**src/rtl/vga_pixel_fetch_pkg.sv**
```systemverilog
// Shared definitions for the VGA pixel-fetch stage: display geometry,
// framebuffer scaling, sync polarity, RGB332 field layout, swap FSM encoding
// and small helpers for texel addressing and colour expansion.
package vga_pixel_fetch_pkg;

    // Display geometry and framebuffer scaling
    localparam int unsigned H_RES       = 640;
    localparam int unsigned V_RES       = 480;
    localparam int unsigned SCALE_SHIFT = 2;
    localparam int unsigned FB_W        = H_RES >> SCALE_SHIFT;
    localparam int unsigned FB_H        = V_RES >> SCALE_SHIFT;

    // Bus widths
    localparam int unsigned ADDR_W  = 16;
    localparam int unsigned TEXEL_W = ADDR_W - 1;
    localparam int unsigned POS_W   = 10;
    localparam int unsigned PIX_W   = 8;
    localparam int unsigned CHAN_W  = 8;

    // Syncs are active low; blank_n low means blanked
    localparam logic SYNC_IDLE   = 1'b1;
    localparam logic BLANK_IDLE  = 1'b0;

    // RGB332 field positions (MSB and width of each channel)
    localparam int unsigned R_MSB = 7;
    localparam int unsigned R_W   = 3;
    localparam int unsigned G_MSB = 4;
    localparam int unsigned G_W   = 3;
    localparam int unsigned B_MSB = 1;
    localparam int unsigned B_W   = 2;

    typedef enum logic [1:0] {
        SWAP_IDLE    = 2'd0,
        SWAP_PENDING = 2'd1,
        SWAP_ACK     = 2'd2
    } swap_state_t;

    typedef struct packed {
        logic h_sync;
        logic v_sync;
        logic blank_n;
    } sync_bus_t;

    typedef struct packed {
        logic [CHAN_W-1:0] r;
        logic [CHAN_W-1:0] g;
        logic [CHAN_W-1:0] b;
    } rgb888_t;

    localparam sync_bus_t SYNC_BUS_IDLE = '{h_sync: SYNC_IDLE, v_sync: SYNC_IDLE, blank_n: BLANK_IDLE};

    // Linear texel index of a screen position; truncated to the texel field
    function automatic logic [TEXEL_W-1:0] texel_index(input logic [POS_W-1:0] x,
                                                       input logic [POS_W-1:0] y);
        return TEXEL_W'((32'(y) >> SCALE_SHIFT) * FB_W + (32'(x) >> SCALE_SHIFT));
    endfunction

    // Expand RGB332 to 8 bits per channel by bit replication
    function automatic rgb888_t rgb332_expand(input logic [PIX_W-1:0] c);
        rgb888_t o;
        o.r = {c[R_MSB -: R_W], c[R_MSB -: R_W], c[R_MSB -: 2]};
        o.g = {c[G_MSB -: G_W], c[G_MSB -: G_W], c[G_MSB -: 2]};
        o.b = {c[B_MSB -: B_W], c[B_MSB -: B_W], c[B_MSB -: B_W], c[B_MSB -: B_W]};
        return o;
    endfunction

endpackage

```
**src/rtl/vga_swap_ctrl.sv**
```systemverilog
// Front/back buffer swap controller. Accepts a level swap request from the
// GPU and flips the displayed buffer only on a vsync falling edge, then holds
// a four-phase acknowledge until the request drops.
// Ports:
//   clk, rst   - clock, synchronous active-high reset
//   pix_en     - pixel tick; the vsync history advances only on it
//   v_sync_in  - vsync from the timing generator (active low)
//   swap_req   - GPU swap request (level)
//   front_buf  - buffer currently displayed
//   swap_ack   - swap acknowledge (level)
module vga_swap_ctrl
    import vga_pixel_fetch_pkg::*;
(
    input  logic clk,
    input  logic rst,
    input  logic pix_en,
    input  logic v_sync_in,
    input  logic swap_req,
    output logic front_buf,
    output logic swap_ack
);

    swap_state_t state_q, state_d;
    logic        front_buf_q, front_buf_d;
    logic        swap_ack_q, swap_ack_d;
    logic        vs_prev_q, vs_prev_d;
    logic        vs_fall_c;

    // Falling vsync edge as seen tick-to-tick
    assign vs_fall_c = pix_en && !v_sync_in && vs_prev_q;

    // State and output registers
    always_ff @(posedge clk) begin
        if (rst) begin
            state_q     <= SWAP_IDLE;
            front_buf_q <= 1'b0;
            swap_ack_q  <= 1'b0;
            vs_prev_q   <= SYNC_IDLE;
        end else begin
            state_q     <= state_d;
            front_buf_q <= front_buf_d;
            swap_ack_q  <= swap_ack_d;
            vs_prev_q   <= vs_prev_d;
        end
    end

    // Next-state logic; a dropped request wins over a coincident edge
    always_comb begin
        state_d = state_q;
        case (state_q)
            SWAP_IDLE: begin
                if (swap_req) state_d = SWAP_PENDING;
            end
            SWAP_PENDING: begin
                if (!swap_req)      state_d = SWAP_IDLE;
                else if (vs_fall_c) state_d = SWAP_ACK;
            end
            SWAP_ACK: begin
                if (!swap_req) state_d = SWAP_IDLE;
            end
            default: state_d = SWAP_IDLE;
        endcase
    end

    // Output logic; the buffer flips only on the PENDING -> ACK transition
    always_comb begin
        front_buf_d = front_buf_q;
        swap_ack_d  = (state_d == SWAP_ACK);
        vs_prev_d   = pix_en ? v_sync_in : vs_prev_q;
        if ((state_q == SWAP_PENDING) && (state_d == SWAP_ACK)) begin
            front_buf_d = !front_buf_q;
        end
    end

    assign front_buf = front_buf_q;
    assign swap_ack  = swap_ack_q;

endmodule

```
**src/rtl/vga_pixel_fetch.sv**
```systemverilog
// Pixel-fetch stage behind the VGA timing generator. Each pixel tick issues
// a framebuffer read for the down-scaled texel under the beam, then expands
// the returned RGB332 colour and presents it with syncs/blank delayed by two
// ticks so that colour and timing line up at the DAC.
// Ports:
//   clk, rst                    - clock, synchronous active-high reset
//   pix_en                      - one-clk pixel tick; pipeline advances only on it
//   pos_x, pos_y                - beam position
//   blank_n_in, h_sync_in,
//   v_sync_in                   - timing generator outputs
//   fb_rd_en, fb_rd_addr        - framebuffer read strobe / {front_buf, texel}
//   fb_rd_data                  - RGB332 texel returned by the framebuffer
//   swap_req, swap_ack          - GPU buffer-swap handshake
//   front_buf                   - buffer currently displayed
//   h_sync_out, v_sync_out,
//   blank_n_out                 - aligned timing outputs
//   vga_r, vga_g, vga_b         - DAC colour
module vga_pixel_fetch
    import vga_pixel_fetch_pkg::*;
(
    input  logic              clk,
    input  logic              rst,
    input  logic              pix_en,
    input  logic [POS_W-1:0]  pos_x,
    input  logic [POS_W-1:0]  pos_y,
    input  logic              blank_n_in,
    input  logic              h_sync_in,
    input  logic              v_sync_in,
    output logic              fb_rd_en,
    output logic [ADDR_W-1:0] fb_rd_addr,
    input  logic [PIX_W-1:0]  fb_rd_data,
    input  logic              swap_req,
    output logic              swap_ack,
    output logic              front_buf,
    output logic              h_sync_out,
    output logic              v_sync_out,
    output logic              blank_n_out,
    output logic [CHAN_W-1:0] vga_r,
    output logic [CHAN_W-1:0] vga_g,
    output logic [CHAN_W-1:0] vga_b
);

    logic              fb_rd_en_q, fb_rd_en_d;
    logic [ADDR_W-1:0] fb_rd_addr_q, fb_rd_addr_d;
    logic              valid_q, valid_d;
    sync_bus_t         stage1_q, stage1_d;
    sync_bus_t         out_q, out_d;
    rgb888_t           rgb_q, rgb_d;

    logic              front_buf_c;
    logic              fetch_ok_c;
    logic [TEXEL_W-1:0] texel_c;

    vga_swap_ctrl u_swap_ctrl (
        .clk       (clk),
        .rst       (rst),
        .pix_en    (pix_en),
        .v_sync_in (v_sync_in),
        .swap_req  (swap_req),
        .front_buf (front_buf_c),
        .swap_ack  (swap_ack)
    );

    // Only visible, on-screen pixels fetch; everything else is shown black
    assign fetch_ok_c = blank_n_in
                     && (pos_x < POS_W'(H_RES))
                     && (pos_y < POS_W'(V_RES));
    assign texel_c    = texel_index(pos_x, pos_y);

    // Pipeline registers
    always_ff @(posedge clk) begin
        if (rst) begin
            fb_rd_en_q   <= 1'b0;
            fb_rd_addr_q <= '0;
            valid_q      <= 1'b0;
            stage1_q     <= SYNC_BUS_IDLE;
            out_q        <= SYNC_BUS_IDLE;
            rgb_q        <= '0;
        end else begin
            fb_rd_en_q   <= fb_rd_en_d;
            fb_rd_addr_q <= fb_rd_addr_d;
            valid_q      <= valid_d;
            stage1_q     <= stage1_d;
            out_q        <= out_d;
            rgb_q        <= rgb_d;
        end
    end

    // Two-stage pipeline: issue read + stage syncs, then capture colour
    always_comb begin
        fb_rd_en_d   = 1'b0;
        fb_rd_addr_d = fb_rd_addr_q;
        valid_d      = valid_q;
        stage1_d     = stage1_q;
        out_d        = out_q;
        rgb_d        = rgb_q;
        if (pix_en) begin
            fb_rd_en_d   = fetch_ok_c;
            fb_rd_addr_d = {front_buf_c, texel_c};
            valid_d      = fetch_ok_c;
            stage1_d     = '{h_sync: h_sync_in, v_sync: v_sync_in, blank_n: blank_n_in};
            out_d        = stage1_q;
            // Invalid or blanked pixels are black regardless of the RAM bus
            rgb_d        = (stage1_q.blank_n && valid_q) ? rgb332_expand(fb_rd_data) : '0;
        end
    end

    assign fb_rd_en    = fb_rd_en_q;
    assign fb_rd_addr  = fb_rd_addr_q;
    assign front_buf   = front_buf_c;
    assign h_sync_out  = out_q.h_sync;
    assign v_sync_out  = out_q.v_sync;
    assign blank_n_out = out_q.blank_n;
    assign vga_r       = rgb_q.r;
    assign vga_g       = rgb_q.g;
    assign vga_b       = rgb_q.b;

endmodule

```
**config.mk**
```make
export PLATFORM = sky130hd
export DESIGN_NAME = vga_pixel_fetch
export DESIGN_NICKNAME = d
export VERILOG_FILES = /design/src/rtl/vga_pixel_fetch_pkg.sv /design/src/rtl/vga_swap_ctrl.sv /design/src/rtl/vga_pixel_fetch.sv
export SDC_FILE = /design/constraint.sdc
export NUM_CORES = 1
export LEC_CHECK = 0
export ABC_AREA = 1
export BUFFER_PORTS_ARGS = -buffer_cell sky130_fd_sc_hd__buf_2
export CAP_MARGIN = 20
export CORE_MARGIN = 5
export CORE_UTILIZATION = 50
export CTS_CLUSTER_SIZE = 20
export DETAILED_ROUTE_END_ITERATION = 8
export PLACE_DENSITY = 0.82
export SLEW_MARGIN = 25
export SYNTH_ARGS = -nofsm -noshare
export SYNTH_HDL_FRONTEND = slang
export SYNTH_SLANG_ARGS = --single-unit
```
**constraint.sdc**
```tcl
create_clock -name clk -period 6 [get_ports clk]
set_input_delay 0.3 -clock clk [delete_from_list [all_inputs] [get_ports clk]]
set_output_delay 0.3 -clock clk [all_outputs]
set_load 0.02 [all_outputs]
```
==> metrics <==
Max VDD drop=0.108 mV; Peak Freq=0.448 GHz; first-pass GRT wire length=6930 um; leak pwr=1.33 nW; antenna cells=0; CP delay by family, top=adder cells; kind of critical path=input pin to register; port bufs=between 70 and 80; CTS Buf Count=5; Seq cells post-synth=36; register area share after synthesis=about a third; DRC Markers=0; critical-path cell list=buf_2, ha_1, ha_1, fa_1, nand2_1, nor2_1, nand2_1, nand2_1, nand2_1, nor2_2, nand3_1, nand2_1, nand3_1, nand2_1, inv_1; outcome=finished clean; CP Launch Type=input pin; yosys warns=0; Sink Count=36; Worst-Skew Late Latency=0.28 ns; FFs w/ async S/R, synth=0%; root buf cell=clkbuf_8; Hold-fix buffers, CTS=0; Pre-Repair DR Iteration Count=4; dpl cell area=2330 um2; post-route design area=roughly 2500 um2; Post-CTS Setup Bufs=0; Core ar.=4000 um2; post-route antenna net violation count=0; RePlAce Congestion=0.838; full die area=5480 um2; critical path's most frequent cell=nand2_1; Die Ht=74.1 um; stages on the worst setup path=15; Routed WL=between 4000 and 5000 um; Crit path largest cell delay=between 0.5 and 0.6 ns; Critical Path RT=6.18 ns; Worst Path Buf+Inv=2; initial antenna violation count=0; Hold Path Class=input pin to register; wire per inst=11.1 um; max-slew violation count=0; Die Width=74.1 um; Worst-path clk slew=around 0.07 ns; setup tns final=0 ns; Reg2Reg Setup Slack=4.86 ns; CP max-delay cell=fa_1; io pins=81; actual slew at the worst max-slew pin=0.511 ns; Avg Cell Area, Syn=7.52 um2; Nets=384; max-cap violations=0; R2R depth=4; clock tree buffer depth=2; Post-synth EDFFs=0; Initial Util=51.3%; share of layout cells above drive strength 1=30.3%; Post-Route Skew=0.00342 ns; Iter 0 DRT Violations=67; ys flop type=dfxtp_1; Layout area overhead=19.7%; Min Clock Period, post-route=roughly 2.2 ns; CTS resizes=0; via/cell ratio=approximately 4.7; CP arrival=2.41 ns; CTS tree=yes; largest net degree at the start of global routing=29; GRT Total Usage=15.9%; vias=1809; CP endpoint kind=register; Detail Placement HPWL=3310 um; period utilisation layout=37.2%; Mapped Nets=325; vias in the first global route=about 1600; Hold Path Cell Cnt=3; H-Tree Depth=2; Final Hold Viols=0; gr ovfl total=0; site row count=23; unrepaired setup endpoints after global routing=no; number of setup violations in the final report=0; relative slew slack=65.8%; Pwr per Cell Area=256 nW/um2; Syn Inst Count=between 200 and 300; Netlist cell types=31; critical path peak fanout=3; Synth Cell Area=a little over 2000 um2
==> final timing paths <==
check,start,endpoint
max reg2reg,stage1_q[0],vga_r[6]
min reg2reg,u_swap_ctrl.state_q[1],u_swap_ctrl.state_q[0]
max,pos_y[3],fb_rd_addr[14]
min,h_sync_in,stage1_q[2]
==> synthesized netlist by cell type, types with 3 or more instances <==
cell / number / area share (%)
inv_1: 28 / 5.1
nor2_1: 34 / 6.2
buf_4: 16 / 5.9
a21oi_1: 18 / 4.4
xor2_1: 4 / 1.7
o21ai_1: 4 / 0.98
nand4_1: 5 / 1.5
nand3_1: 8 / 2.0
dfxtp_1: 36 / 35
o21ai_0: 14 / 3.4
ha_1: 15 / 9.1
buf_2: 4 / 0.98
nand2_2: 4 / 1.2
nand2_1: 57 / 10
inv_2: 3 / 0.55
clkbuf_1: 3 / 0.55
==> cell type report <==
type	count	area, um2
Timing Repair Buffer	76	380
Tap cell	50	62.6
Inverter	31	116
Clock buffer	7	96.3
Clock inverter	1	30.0
Sequential cell	36	721
Fill cell	366	1540
Multi-Input combinational cell	182	1050
==> worst min-delay path, cell delays in order <==
cell     delay, ns
buf_2         0.08
nand2_1       0.04
nand3_1       0.07
==> routing by layer <==
layer / part of all wire, % / wire length (um) / global-route usage, %
met3: 7.8 / 333 / 3.51
met2: 48 / 2030 / 28.0
met1: 43 / 1850 / 18.8
met4: 1.1 / 48 / 6.24
met5: 0 / 0 / 0
==> layout by cell type (no fill, tap or decap) <==
master,instances
buf_2,76
nand2_1,57
dfxtp_1,36
nor2_1,34
inv_1,28
a21oi_1,18
ha_1,15
o21ai_0,14
nand3_1,8
clkbuf_8,7
nand4_1,5
nand2_2,4
o21ai_1,4
xor2_1,4
inv_2,3
nand3_2,2
nand2_4,2
nor2_2,2
xnor2_1,2
fa_1,2
xor2_2,1
nand3b_1,1
xor2_4,1
o21ai_2,1
o211ai_1,1
or2_1,1
nor3_2,1
a31oi_1,1
nor4_1,1
bufinv_16,1
==> registers in the layout, indices dropped and copies added, names as in the netlist <==
register,flops
vga_r,3
blank_n_out,1
u_swap_ctrl.front_buf,1
vga_b,2
fb_rd_addr,16
stage1_q,2
u_swap_ctrl.state_q,2
v_sync_out,1
fb_rd_en,1
vga_g,3
u_swap_ctrl.swap_ack,1
valid_q,1
u_swap_ctrl.vs_prev_q,1
h_sync_out,1
==> power by group <==
part / switching, mW / internal, mW / leakage [nW]
clock network: 0.0802 / 0.147 / 0.0645
registers: 0.00598 / 0.252 / 0.296
logic: 0.0889 / 0.0551 / 0.972
==> logic make-up after synthesis <==
group | after synthesis | share of synthesized area [%]
buffers and inverters | 55 | 13.7
xor gates and xnor gates | 8 | 4.70
and+or+nand+nor | 118 | 25.5
AOI/OAI and AO/OA | 39 | 9.88
adders and majority gates | 17 | 11.1
DFF | 36 | 35.1
==> through the flow <==
step / setup WS, ns / instances / util [%] / total power [mW] / hold WS [ns]
2_1_floorplan: 3.78 / 273 / - / 0.370 / 0.423
3_3_place_gp: 3.51 / 375 / 58.2 / 0.405 / 0.432
3_5_place_dp: 3.47 / 375 / 58.2 / 0.408 / 0.435
4_1_cts: 3.76 / 383 / 61.4 / 0.637 / 0.235
5_1_grt: 3.50 / 383 / 61.4 / 0.666 / 0.239
6_report: 3.77 / 383 / 61.4 / 0.629 / 0.238
No activity file was read; power rests on OpenSTA's default activity.
